### config.mk
export PLATFORM = sky130hd
export DESIGN_NAME = rv32m_issue_ctrl
export DESIGN_NICKNAME = d
export VERILOG_FILES = /design/src/rtl/rv32m_pkg.sv /design/src/rtl/rv32m_result_cache.sv /design/src/rtl/rv32m_issue_ctrl.sv
export SDC_FILE = /design/constraint.sdc
export NUM_CORES = 1
export LEC_CHECK = 0
export ABC_AREA = 1
export BUFFER_PORTS_ARGS = -buffer_cell sky130_fd_sc_hd__buf_2
export CORE_ASPECT_RATIO = 1.5
export CORE_MARGIN = 2
export CORE_UTILIZATION = 46
export CTS_CLUSTER_SIZE = 10
export DETAILED_ROUTE_END_ITERATION = 10
export GPL_TIMING_DRIVEN = 0
export PLACE_DENSITY = 0.9
export RECOVER_POWER = 50
export SYNTH_ARGS = -nofsm -noshare
export SYNTH_HDL_FRONTEND = slang
export SYNTH_SLANG_ARGS = --single-unit
### constraint.sdc
create_clock -name clk -period 2.19 [get_ports clk]
set_input_delay 0.1095 -clock clk [delete_from_list [all_inputs] [get_ports clk]]
set_output_delay 0.1095 -clock clk [all_outputs]
set_load 0.01 [all_outputs]
### src/rtl/rv32m_pkg.sv
// rv32m_pkg: shared definitions for the RV32M issue controller.
//   - OP_MUL..OP_REMU: 5-bit op codes presented on ex_op_sel / md_op_sel
//   - md_state_e     : issue controller FSM state encoding
//   - is_m_op()      : range check for the M-extension op space (5'b10xxx)
package rv32m_pkg;

    localparam logic [4:0] OP_MUL    = 5'b10000;
    localparam logic [4:0] OP_MULH   = 5'b10001;
    localparam logic [4:0] OP_MULHSU = 5'b10010;
    localparam logic [4:0] OP_MULHU  = 5'b10011;
    localparam logic [4:0] OP_DIV    = 5'b10100;
    localparam logic [4:0] OP_DIVU   = 5'b10101;
    localparam logic [4:0] OP_REM    = 5'b10110;
    localparam logic [4:0] OP_REMU   = 5'b10111;

    typedef enum logic [2:0] {
        ST_IDLE  = 3'd0,
        ST_ISSUE = 3'd1,
        ST_WAIT  = 3'd2,
        ST_WB    = 3'd3,
        ST_DRAIN = 3'd4
    } md_state_e;

    function automatic logic is_m_op(input logic [4:0] op);
        return op[4:3] == 2'b10;
    endfunction

endpackage

### src/rtl/rv32m_result_cache.sv
// rv32m_result_cache: one-entry memo of the last completed mul/div op.
// Only built when RV32M_RESULT_CACHE_EN is defined.
// Ports:
//   clk, rst_n                 clock, async active-low reset (clears valid)
//   lk_op/lk_rs1/lk_rs2        lookup key (live EX operands)
//   hit, hit_data              key matches the stored entry, stored result
//   wr_en                      store a completed op
//   wr_op/wr_rs1/wr_rs2/wr_result  entry contents to store
`ifdef RV32M_RESULT_CACHE_EN
module rv32m_result_cache (
    input  logic        clk,
    input  logic        rst_n,
    input  logic [4:0]  lk_op,
    input  logic [31:0] lk_rs1,
    input  logic [31:0] lk_rs2,
    output logic        hit,
    output logic [31:0] hit_data,
    input  logic        wr_en,
    input  logic [4:0]  wr_op,
    input  logic [31:0] wr_rs1,
    input  logic [31:0] wr_rs2,
    input  logic [31:0] wr_result
);

    logic        valid_q;
    logic [4:0]  op_q;
    logic [31:0] rs1_q, rs2_q, res_q;

    always_ff @(posedge clk or negedge rst_n) begin
        if (!rst_n) begin
            valid_q <= 1'b0;
            op_q    <= '0;
            rs1_q   <= '0;
            rs2_q   <= '0;
            res_q   <= '0;
        end else if (wr_en) begin
            valid_q <= 1'b1;
            op_q    <= wr_op;
            rs1_q   <= wr_rs1;
            rs2_q   <= wr_rs2;
            res_q   <= wr_result;
        end
    end

    assign hit      = valid_q & (lk_op == op_q) & (lk_rs1 == rs1_q) & (lk_rs2 == rs2_q);
    assign hit_data = res_q;

endmodule
`endif

### src/rtl/rv32m_issue_ctrl.sv
// rv32m_issue_ctrl: pipeline-side initiator for the multicycle RV32M unit.
// Accepts an M op from EX, stalls the pipeline, issues one md_op_valid pulse,
// waits for md_done and writes the result back for one cycle. A flush while
// the unit is busy drains the outstanding result; a watchdog aborts a WAIT or
// DRAIN that never sees md_done.
// Optional: define RV32M_RESULT_CACHE_EN to add a one-entry result cache that
// short-circuits repeated ops straight to writeback.
// Ports:
//   clk, rst_n                       clock, async active-low reset
//   ex_valid/ex_op_sel/ex_rs1/ex_rs2/ex_rd/ex_tag   candidate op from EX
//   flush                            kill the in-flight M op
//   stall                            hold front-end/EX
//   md_op_valid/md_op_sel/md_rs1/md_rs2   request to the mul/div unit
//   md_busy/md_done/md_result        unit status and result
//   wb_valid/wb_rd/wb_data/wb_tag    one-cycle writeback
//   err_timeout                      watchdog pulse
module rv32m_issue_ctrl
    import rv32m_pkg::*;
#(
    parameter int TIMEOUT_CYCLES = 96,
    parameter int TAG_W          = 4
) (
    input  logic             clk,
    input  logic             rst_n,
    input  logic             ex_valid,
    input  logic [4:0]       ex_op_sel,
    input  logic [31:0]      ex_rs1,
    input  logic [31:0]      ex_rs2,
    input  logic [4:0]       ex_rd,
    input  logic [TAG_W-1:0] ex_tag,
    input  logic             flush,
    output logic             stall,
    output logic             md_op_valid,
    output logic [4:0]       md_op_sel,
    output logic [31:0]      md_rs1,
    output logic [31:0]      md_rs2,
    input  logic             md_busy,
    input  logic             md_done,
    input  logic [31:0]      md_result,
    output logic             wb_valid,
    output logic [4:0]       wb_rd,
    output logic [31:0]      wb_data,
    output logic [TAG_W-1:0] wb_tag,
    output logic             err_timeout
);

    localparam int WD_W = $clog2(TIMEOUT_CYCLES + 1);

    md_state_e        state, state_nxt;
    logic [4:0]       op_q, rd_q;
    logic [31:0]      rs1_q, rs2_q, res_q;
    logic [TAG_W-1:0] tag_q;
    logic [WD_W-1:0]  wdog;

    logic        is_m, accept, hit, wd_fire;
    logic [31:0] hit_data;

    // Completion is signalled by md_done alone; busy is not needed.
    logic unused_busy;
    assign unused_busy = md_busy;

    assign is_m   = ex_valid & is_m_op(ex_op_sel);
    assign accept = (state == ST_IDLE) & is_m & ~flush;

    // A flush in WAIT moves to DRAIN (fresh count), so it masks the watchdog.
    // A done arriving in the last allowed cycle still wins over the timeout.
    assign wd_fire = (wdog == WD_W'(TIMEOUT_CYCLES - 1)) & ~md_done &
                     (((state == ST_WAIT) & ~flush) | (state == ST_DRAIN));

`ifdef RV32M_RESULT_CACHE_EN
    logic cache_wr;
    assign cache_wr = (state == ST_WAIT) & md_done & ~flush;

    rv32m_result_cache u_cache (
        .clk       (clk),
        .rst_n     (rst_n),
        .lk_op     (ex_op_sel),
        .lk_rs1    (ex_rs1),
        .lk_rs2    (ex_rs2),
        .hit       (hit),
        .hit_data  (hit_data),
        .wr_en     (cache_wr),
        .wr_op     (op_q),
        .wr_rs1    (rs1_q),
        .wr_rs2    (rs2_q),
        .wr_result (md_result)
    );
`else
    assign hit      = 1'b0;
    assign hit_data = '0;
`endif

    always_ff @(posedge clk or negedge rst_n) begin
        if (!rst_n) state <= ST_IDLE;
        else        state <= state_nxt;
    end

    always_comb begin
        state_nxt = state;
        case (state)
            ST_IDLE:  if (accept) state_nxt = hit ? ST_WB : ST_ISSUE;
            // The request pulse has already gone out; a flush must drain it.
            ST_ISSUE: state_nxt = flush ? ST_DRAIN : ST_WAIT;
            ST_WAIT: begin
                // done together with flush: result is here, just drop it.
                if (md_done)      state_nxt = flush ? ST_IDLE : ST_WB;
                else if (flush)   state_nxt = ST_DRAIN;
                else if (wd_fire) state_nxt = ST_IDLE;
            end
            ST_WB:    state_nxt = ST_IDLE;
            ST_DRAIN: if (md_done | wd_fire) state_nxt = ST_IDLE;
            default:  state_nxt = ST_IDLE;
        endcase
    end

    always_ff @(posedge clk or negedge rst_n) begin
        if (!rst_n) begin
            op_q  <= '0;
            rs1_q <= '0;
            rs2_q <= '0;
            rd_q  <= '0;
            tag_q <= '0;
            res_q <= '0;
            wdog  <= '0;
        end else begin
            if (accept) begin
                op_q  <= ex_op_sel;
                rs1_q <= ex_rs1;
                rs2_q <= ex_rs2;
                rd_q  <= ex_rd;
                tag_q <= ex_tag;
                if (hit) res_q <= hit_data;
            end
            if ((state == ST_WAIT) & md_done) res_q <= md_result;
            // Any state change clears the count, so WAIT/DRAIN start at 0.
            if (state_nxt != state)
                wdog <= '0;
            else if ((state == ST_WAIT) | (state == ST_DRAIN))
                wdog <= wdog + 1'b1;
        end
    end

    // WB releases the pipeline so the next op can present in the following cycle.
    assign stall       = ((state != ST_IDLE) & (state != ST_WB)) | (is_m & (state == ST_IDLE));
    assign md_op_valid = (state == ST_ISSUE);
    assign md_op_sel   = op_q;
    assign md_rs1      = rs1_q;
    assign md_rs2      = rs2_q;
    assign wb_valid    = (state == ST_WB) & (rd_q != 5'd0);
    assign wb_rd       = rd_q;
    assign wb_data     = res_q;
    assign wb_tag      = tag_q;
    assign err_timeout = wd_fire;

endmodule

==> key figures, run 1 <==
Hold path
  – Hold path depth: 4
  – Worst min path class: input port to register

Yosys
  – Fraction of registers with async set/reset: 100%
  – Seq cells post-synth: 120
  – Predominant post-synthesis flop cell: dfrtp_1
  – Leading area contributor after synthesis: dfrtp_1
  – Post-synthesis sequential area ratio: between 60% and 70%
  – Post-Syn Area: just under 5000 µm²
  – Synth warn: 0
  – Cell count after synthesis: 550
  – Synth top area cells: dfrtp_1 (62%), nand2_1 (26%), buf_2 (1.7%), nor2_1 (1.1%), buf_6 (0.94%)
  – Post-synth EDFFs: 0
  – Count of cell types in the netlist: 29
  – Syn_nets: 667
  – Syn_area_per_cell: 8.74 µm²
  – Top-area cell type share of the netlist area: 62.5%

Finish
  – Most frequent cells in the layout: nand2_1 (336), buf_2 (177), dfrtp_1 (120), dlygate4sd3_1 (110), clkbuf_1 (69)
  – Final Non-Filler Cells: 1038
  – Area added between synthesis and finish: 62.0%
  – Commonest non-fill, non-tap cell in the layout: nand2_1
  – Layout cells sized above 1: 25.2%
  – Final nets: between 1000 and 1500

Clock tree
  – CTS Buf Count: 17
  – CTS Buffer Depth: 2
  – Root buffer cell: clkbuf_16
  – Htree depth: 4
  – Post-CTS Resized: 0
  – CTS tree: built
  – Setup bufs post-CTS: 0
  – Reg clk slew, reported paths: 0.06 ns
  – Cts hold-fix bufs: 110
  – Sink Count: 120
  – Worst-Skew Late Latency: 0.41 ns

Power
  – LEAKAGE: 0.00426 µW
  – P_sw: 2450 µW
  – Comb power frac: approximately 23%
  – Clock network power share: 37.9%
  – Switching part of the total power: 30.5%
  – Sequential Power Share: 39.3%
  – Cell area power density: a little over 1000 nW/µm²
  – Worst vdd ir: 0.692 mV
  – Overall Power: 8030 µW
  – Pint: ~5600 µW

Placed design
  – Dpl hpwl: 9410 µm
  – Dpl cells: 896
  – Pre-CTS WS: between 0.6 and 0.7 ns
  – Final GP Congestion: ~0.74
  – IO buf count: around 230

Setup path
  – Reg-to-reg slack, setup: 0.58 ns
  – Crit-path max FO: 3
  – Critical path required time: 2.08 ns
  – Crit path launch type: register
  – Crit end category: output pin
  – Reg2Reg Depth: 12
  – WP data arrival: 1.66 ns
  – Critical path type: register to output pin

Timing
  – Rel. slew slack: 11.1%
  – Final Slew Violations: 0
  – RSZ-0062 raised after global routing: no
  – Final Hold Viols: 0
  – Period utilization: between 80% and 90%
  – Setup slack after layout: 0.416 ns
  – WHS: 0.116 ns
  – Final Critical Period: between 1.5 and 2 ns
  – Max frequency: between 500 and 600 MHz
  – Final setup violation count: 0
  – Worst slew pin tran: roughly 1.3 ns
  – Worst Skew: 0.0114 ns
  – TNS Setup: 0 ns

Detailed routing
  – First-pass DRT Iterations: 5
  – Drt total wl: 17200 µm
  – WL/cell: 16.5 µm
  – ANT nets after route: 0
  – DRC errors left: 0
  – Initial DRC count: 326
  – Vias: 5264
  – Routed vias/inst: 5.07

Floorplanning
  – Die Area: 11300 µm²
  – I/O Pins: 230
  – Core ar.: between 10000 and 15000 µm²
  – Initial Util: 47.4%
  – Chip height: 129 µm
  – Site Rows: 45
  – Die width: 87.5 µm

Global routing
  – GRT Util Overall: between 30% and 40%
  – Antenna violations before repair: 0
  – Vias in the first global route: around 5500
  – First-pass GRT wire length: about 27000 µm
  – Total grt overflow: 0
  – Largest net degree at the start of global routing: 70

Run
  – Max Cap Viol: 0

Status
  – Status: complete, no violations
-- worst max-delay path, stage by stage, from the launching register on --
cell	delay [ns]
dfrtp_1	0.40
or4_1	0.51
o21ai_0	0.15
inv_1	0.05
buf_2	0.14
-- routing by layer --
layer | track usage [%] | share of wire (%) | up-vias | wire length (µm)
li1 | - | - | 2384 | -
met4 | 17.0 | 4.3 | 0 | 731
met3 | 7.77 | 7.1 | 69 | 1230
met1 | 33.0 | 35 | 2488 | 6090
met2 | 55.2 | 53 | 323 | 9130
met5 | 0 | 0 | - | 0
-- through the flow --
step | utilization [%] | area (µm²)
2_1_floorplan | - | 4810
3_3_place_gp | 60.1 | 6090
3_5_place_dp | 60.5 | 6130
4_1_cts | 77.7 | 7870
5_1_grt | 76.8 | 7780
6_report | 76.8 | 7790
-- cells by family after synthesis --
| logic type | share of synthesized area, % |
|---|---|
| AOI/OAI and AO/OA | 1.22 |
| xor gates and xnor gates | 0.729 |
| adders and majority gates | 0.260 |
| buffers and inverters | 4.19 |
| DFF | 62.5 |
| muxes | 0.208 |
| and+or+nand+nor | 30.9 |
-- synthesized netlist by cell type, types with 2 or more instances --
cell type,instances
nand2_1,336
buf_2,16
inv_1,12
clkbuf_1,2
inv_2,5
nor2_2,3
xor2_1,2
o21ai_0,4
dfrtp_1,120
nor2_4,3
nand3_1,8
buf_6,4
nor2_1,14
xnor2_1,2
a21oi_1,2
nand3_2,2
nand2_4,2
nand2_2,2
-- layout make-up --
type | count | area (µm²)
multi-input cells | 390 | 1600
diodes | 1 | 2.50
repair buffers | 339 | 2190
clock buffers | 19 | 443
inverters | 18 | 68.8
plain buffers | 22 | 133
fillers | 660 | 2350
flip-flops and latches | 120 | 3000
well taps | 117 | 146
clock inverters | 12 | 200
-- registers in the layout (all words and copies together), names as in the netlist --
register	count
md_rs1	32
md_rs2	32
wb_data	32
wdog	7
md_op_sel	5
wb_rd	5
wb_tag	4
state	3
-- final timing paths --
path	from	endpoint
min in group asynchronous	rst_n	wb_data[27]$_DFFE_PN0P_
min	md_done	state[2]$_DFF_PN0_
max	wb_rd[0]$_DFFE_PN0P_	wb_valid
max reg2reg	wdog[0]$_DFFE_PN0P_	wdog[6]$_DFFE_PN0P_
max in group asynchronous	rst_n	wdog[0]$_DFFE_PN0P_
min reg2reg	md_op_sel[4]$_DFFE_PN0P_	md_op_sel[4]$_DFFE_PN0P_
-- power groups by stage --
stage,sequential (µW),clock [µW],combinational (µW)
after global placement,3090,0,1630
final,3150,3040,1840
after floorplan,3390,0,521
after CTS,3090,3060,1850
after global routing,3200,3160,2020
after detailed placement,3110,0,1690
Note: power is estimated with default switching activity, not from simulation.
==> inputs of run 2 (changes only) <==
CORE_UTILIZATION = 42   (was 46)
PLACE_DENSITY = 0.87   (was 0.9)
clock period = 1.49 ns   (was 2.19 ns; I/O delays follow)
==> run 2 against run 1 <==
Net effect:
- sequential cell count is the same
- the run now ends with negative setup slack left
- highest routed layer unchanged
- clock skew fell by 0.0058 ns
- worst hold slack worse by 0.026 ns
==> key figures, run 2 (synthesis gave the netlist of run 1 again) <==
Setup path
  – Crit end category: output pin
  – CP peak stage delay: 0.54 ns (+0.03 ns)
  – Reg-to-reg slack, setup: -0.05 ns (-0.63 ns)
  – Critical path type: register to output pin
  – CP max-delay cell: or4_4
  – Worst path cell trace: or4_4 -> o21ai_2 -> inv_1 -> buf_2
  – CP top delay family: simple AND/OR/NAND/NOR gates
  – WP data arrival: 1.64 ns (-0.02 ns)
  – Critical path required time: 1.42 ns (-0.66 ns)
  – CP bufs+invs: 2 (unchanged)
  – Crit-path max FO: 2 (-1)
  – Crit path launch type: register

Timing
  – Final Hold Viols: 0 (unchanged)
  – Worst slew pin tran: 0.797 ns (-0.536 ns)
  – WHS: 0.0895 ns (-0.0265 ns)
  – Final Critical Period: 1.71 ns
  – Final setup violation count: 11 (+11)
  – Period utilization: 115%
  – Setup slack after layout: -0.222 ns (-0.638 ns)
  – Worst Skew: 0.00561 ns (-0.00583 ns)
  – Final Slew Violations: 0 (unchanged)
  – Rel. slew slack: 46.9% (+36 points)
  – Max frequency: between 500 and 600 MHz
  – RSZ-0062 raised after global routing: yes

Floorplanning
  – I/O Pins: 230 (unchanged)
  – Initial Util: 43.3% (-4.2 points)
  – Chip height: 135 µm (+4.5%)
  – Die Area: 12300 µm² (+9.2%)
  – Site Rows: 47 (+4.4%)
  – Die width: 91.4 µm (+4.4%)
  – Core ar.: 11100 µm² (+9.7%)

Detailed routing
  – First-pass DRT Iterations: 4 (-1)
  – Initial DRC count: 281 (-14%)
  – Routed vias/inst: 4.80 (-5.3%)
  – WL/cell: 16.2 µm (-2.3%)
  – Drt total wl: 17700 µm (+3.2%)
  – ANT nets after route: 0 (unchanged)
  – DRC errors left: 0 (unchanged)
  – Vias: 5264 (unchanged)

Clock tree
  – CTS tree: built
  – CTS Buf Count: 17 (unchanged)
  – Sink Count: 120 (unchanged)
  – Root buffer cell: clkbuf_16
  – CTS Buffer Depth: 2 (unchanged)
  – Htree depth: 4 (unchanged)
  – Worst-Skew Late Latency: 0.40 ns (about the same)
  – Reg clk slew, reported paths: 0.06 ns (about the same)

Power
  – Switching part of the total power: 31.4% (+0.88 points)
  – Worst vdd ir: 0.920 mV (+33%)
  – P_sw: 3690 µW (+50%)
  – Overall Power: 11700 µW (+46%)
  – Sequential Power Share: 39.3% (about the same)
  – LEAKAGE: 0.00451 µW (+5.8%)
  – Pint: 8060 µW (+44%)
  – Comb power frac: 24.9% (+2.0 points)
  – Clock network power share: 35.8% (-2.1 points)
  – Cell area power density: 1410 nW/µm² (+37%)

Finish
  – Layout cells sized above 1: 33.2% (+8.0 points)
  – Finished Core Util: 74.7% (-2.1 points)
  – Post-route cell area: 8310 µm² (+6.7%)
  – Final nets: 1052 (+2.6%)
  – Most frequent cells in the layout: nand2_1 (322), buf_2 (183), dfrtp_1 (119), dlygate4sd3_1 (110), clkbuf_1 (46)
  – Area added between synthesis and finish: 72.8%
  – Commonest non-fill, non-tap cell in the layout: nand2_1

Hold path
  – Worst min path class: input port to register

Status
  – Failing checks: negative setup slack
  – Status: finished with violations

Placed design
  – Cell area after placement: 6170 µm² (+0.61%)
  – Final GP Congestion: 0.779 (+5.1%)
  – IO buf count: 228 (unchanged)
  – Pre-CTS WS: -0.122 ns (-0.727 ns)
  – Dpl hpwl: 9480 µm (+0.72%)

Global routing
  – Total grt overflow: 0 (unchanged)
  – Largest net degree at the start of global routing: 63 (-10%)
  – First-pass GRT wire length: 26200 µm (-1.6%)
  – GRT Util Overall: 27.5% (-3.6 points)
  – Vias in the first global route: 5377 (-2.1%)
  – Antenna violations before repair: 1 (+1)

Run
  – Max Cap Viol: 0 (unchanged)
run 2: worst paths after layout:
| kind | cells past startpoint | start | to |
|---|---|---|---|
| setup / recovery | 4 | wb_rd[2]$_DFFE_PN0P_ | wb_valid |
| hold / removal | 4 | md_done | state[2]$_DFF_PN0_ |
| setup reg to reg | 9 | wdog[0]$_DFFE_PN0P_ | wdog[2]$_DFFE_PN0P_ |
| hold reg to reg | 2 | md_rs1[2]$_DFFE_PN0P_ | md_rs1[2]$_DFFE_PN0P_ |
| max in group asynchronous | 3 | rst_n | wb_rd[4]$_DFFE_PN0P_ |
| min in group asynchronous | 2 | rst_n | md_op_sel[2]$_DFFE_PN0P_ |
run 2: area by class of cell:
class                           instances  area, µm²
Sequential cell                       120       3000
Fill cell                             712       2810
Timing Repair Buffer                  366       2480
Multi-Input combinational cell        390       1720
Clock buffer                           19        443
Buffer                                 22        230
Tap cell                              147        184
Clock inverter                         13        170
Inverter                               18       80.1
Antenna cell                            1       2.50
run 2: per-stage QoR:
stage | TNS [ns] | instances
global placement | -130.44 | 925
global route | -7.73 | 1096
finish | -0.498 | 1096
CTS | -0.296 | 1081
detailed placement | -1.14 | 926
floorplan | 0 | 550
run 2: metal layers:
metal  wire (µm)  global-route usage [%]
met1        6300                    28.1
met2        9520                    51.3
met3        1050                    6.75
met4         840                    14.1
met5           0                       0
run 2: repair_timing:
item                                   CTS  global route
pin swaps                                7            10
gates cloned                             0             4
endpoints found under the hold margin  168             0
hold buffers                           110             0
setup endpoints to repair               24           106
setup buffers                           13            10
resized for setup                       15            78
run 2: tightest hold or removal path: stages:
cell	delay [ns]
buf_2	0.10
o21ai_1	0.07
nand2_1	0.10
o21ai_0	0.10
run 2: power groups by stage:
| stage | registers (µW) | clock network (µW) | logic (µW) |
|---|---|---|---|
| after floorplan | 4980 | 0 | 766 |
| after global placement | 4550 | 0 | 2400 |
| after detailed placement | 4570 | 0 | 2500 |
| after CTS | 4530 | 4260 | 2800 |
| after global routing | 4680 | 4430 | 3180 |
| final | 4620 | 4210 | 2930 |
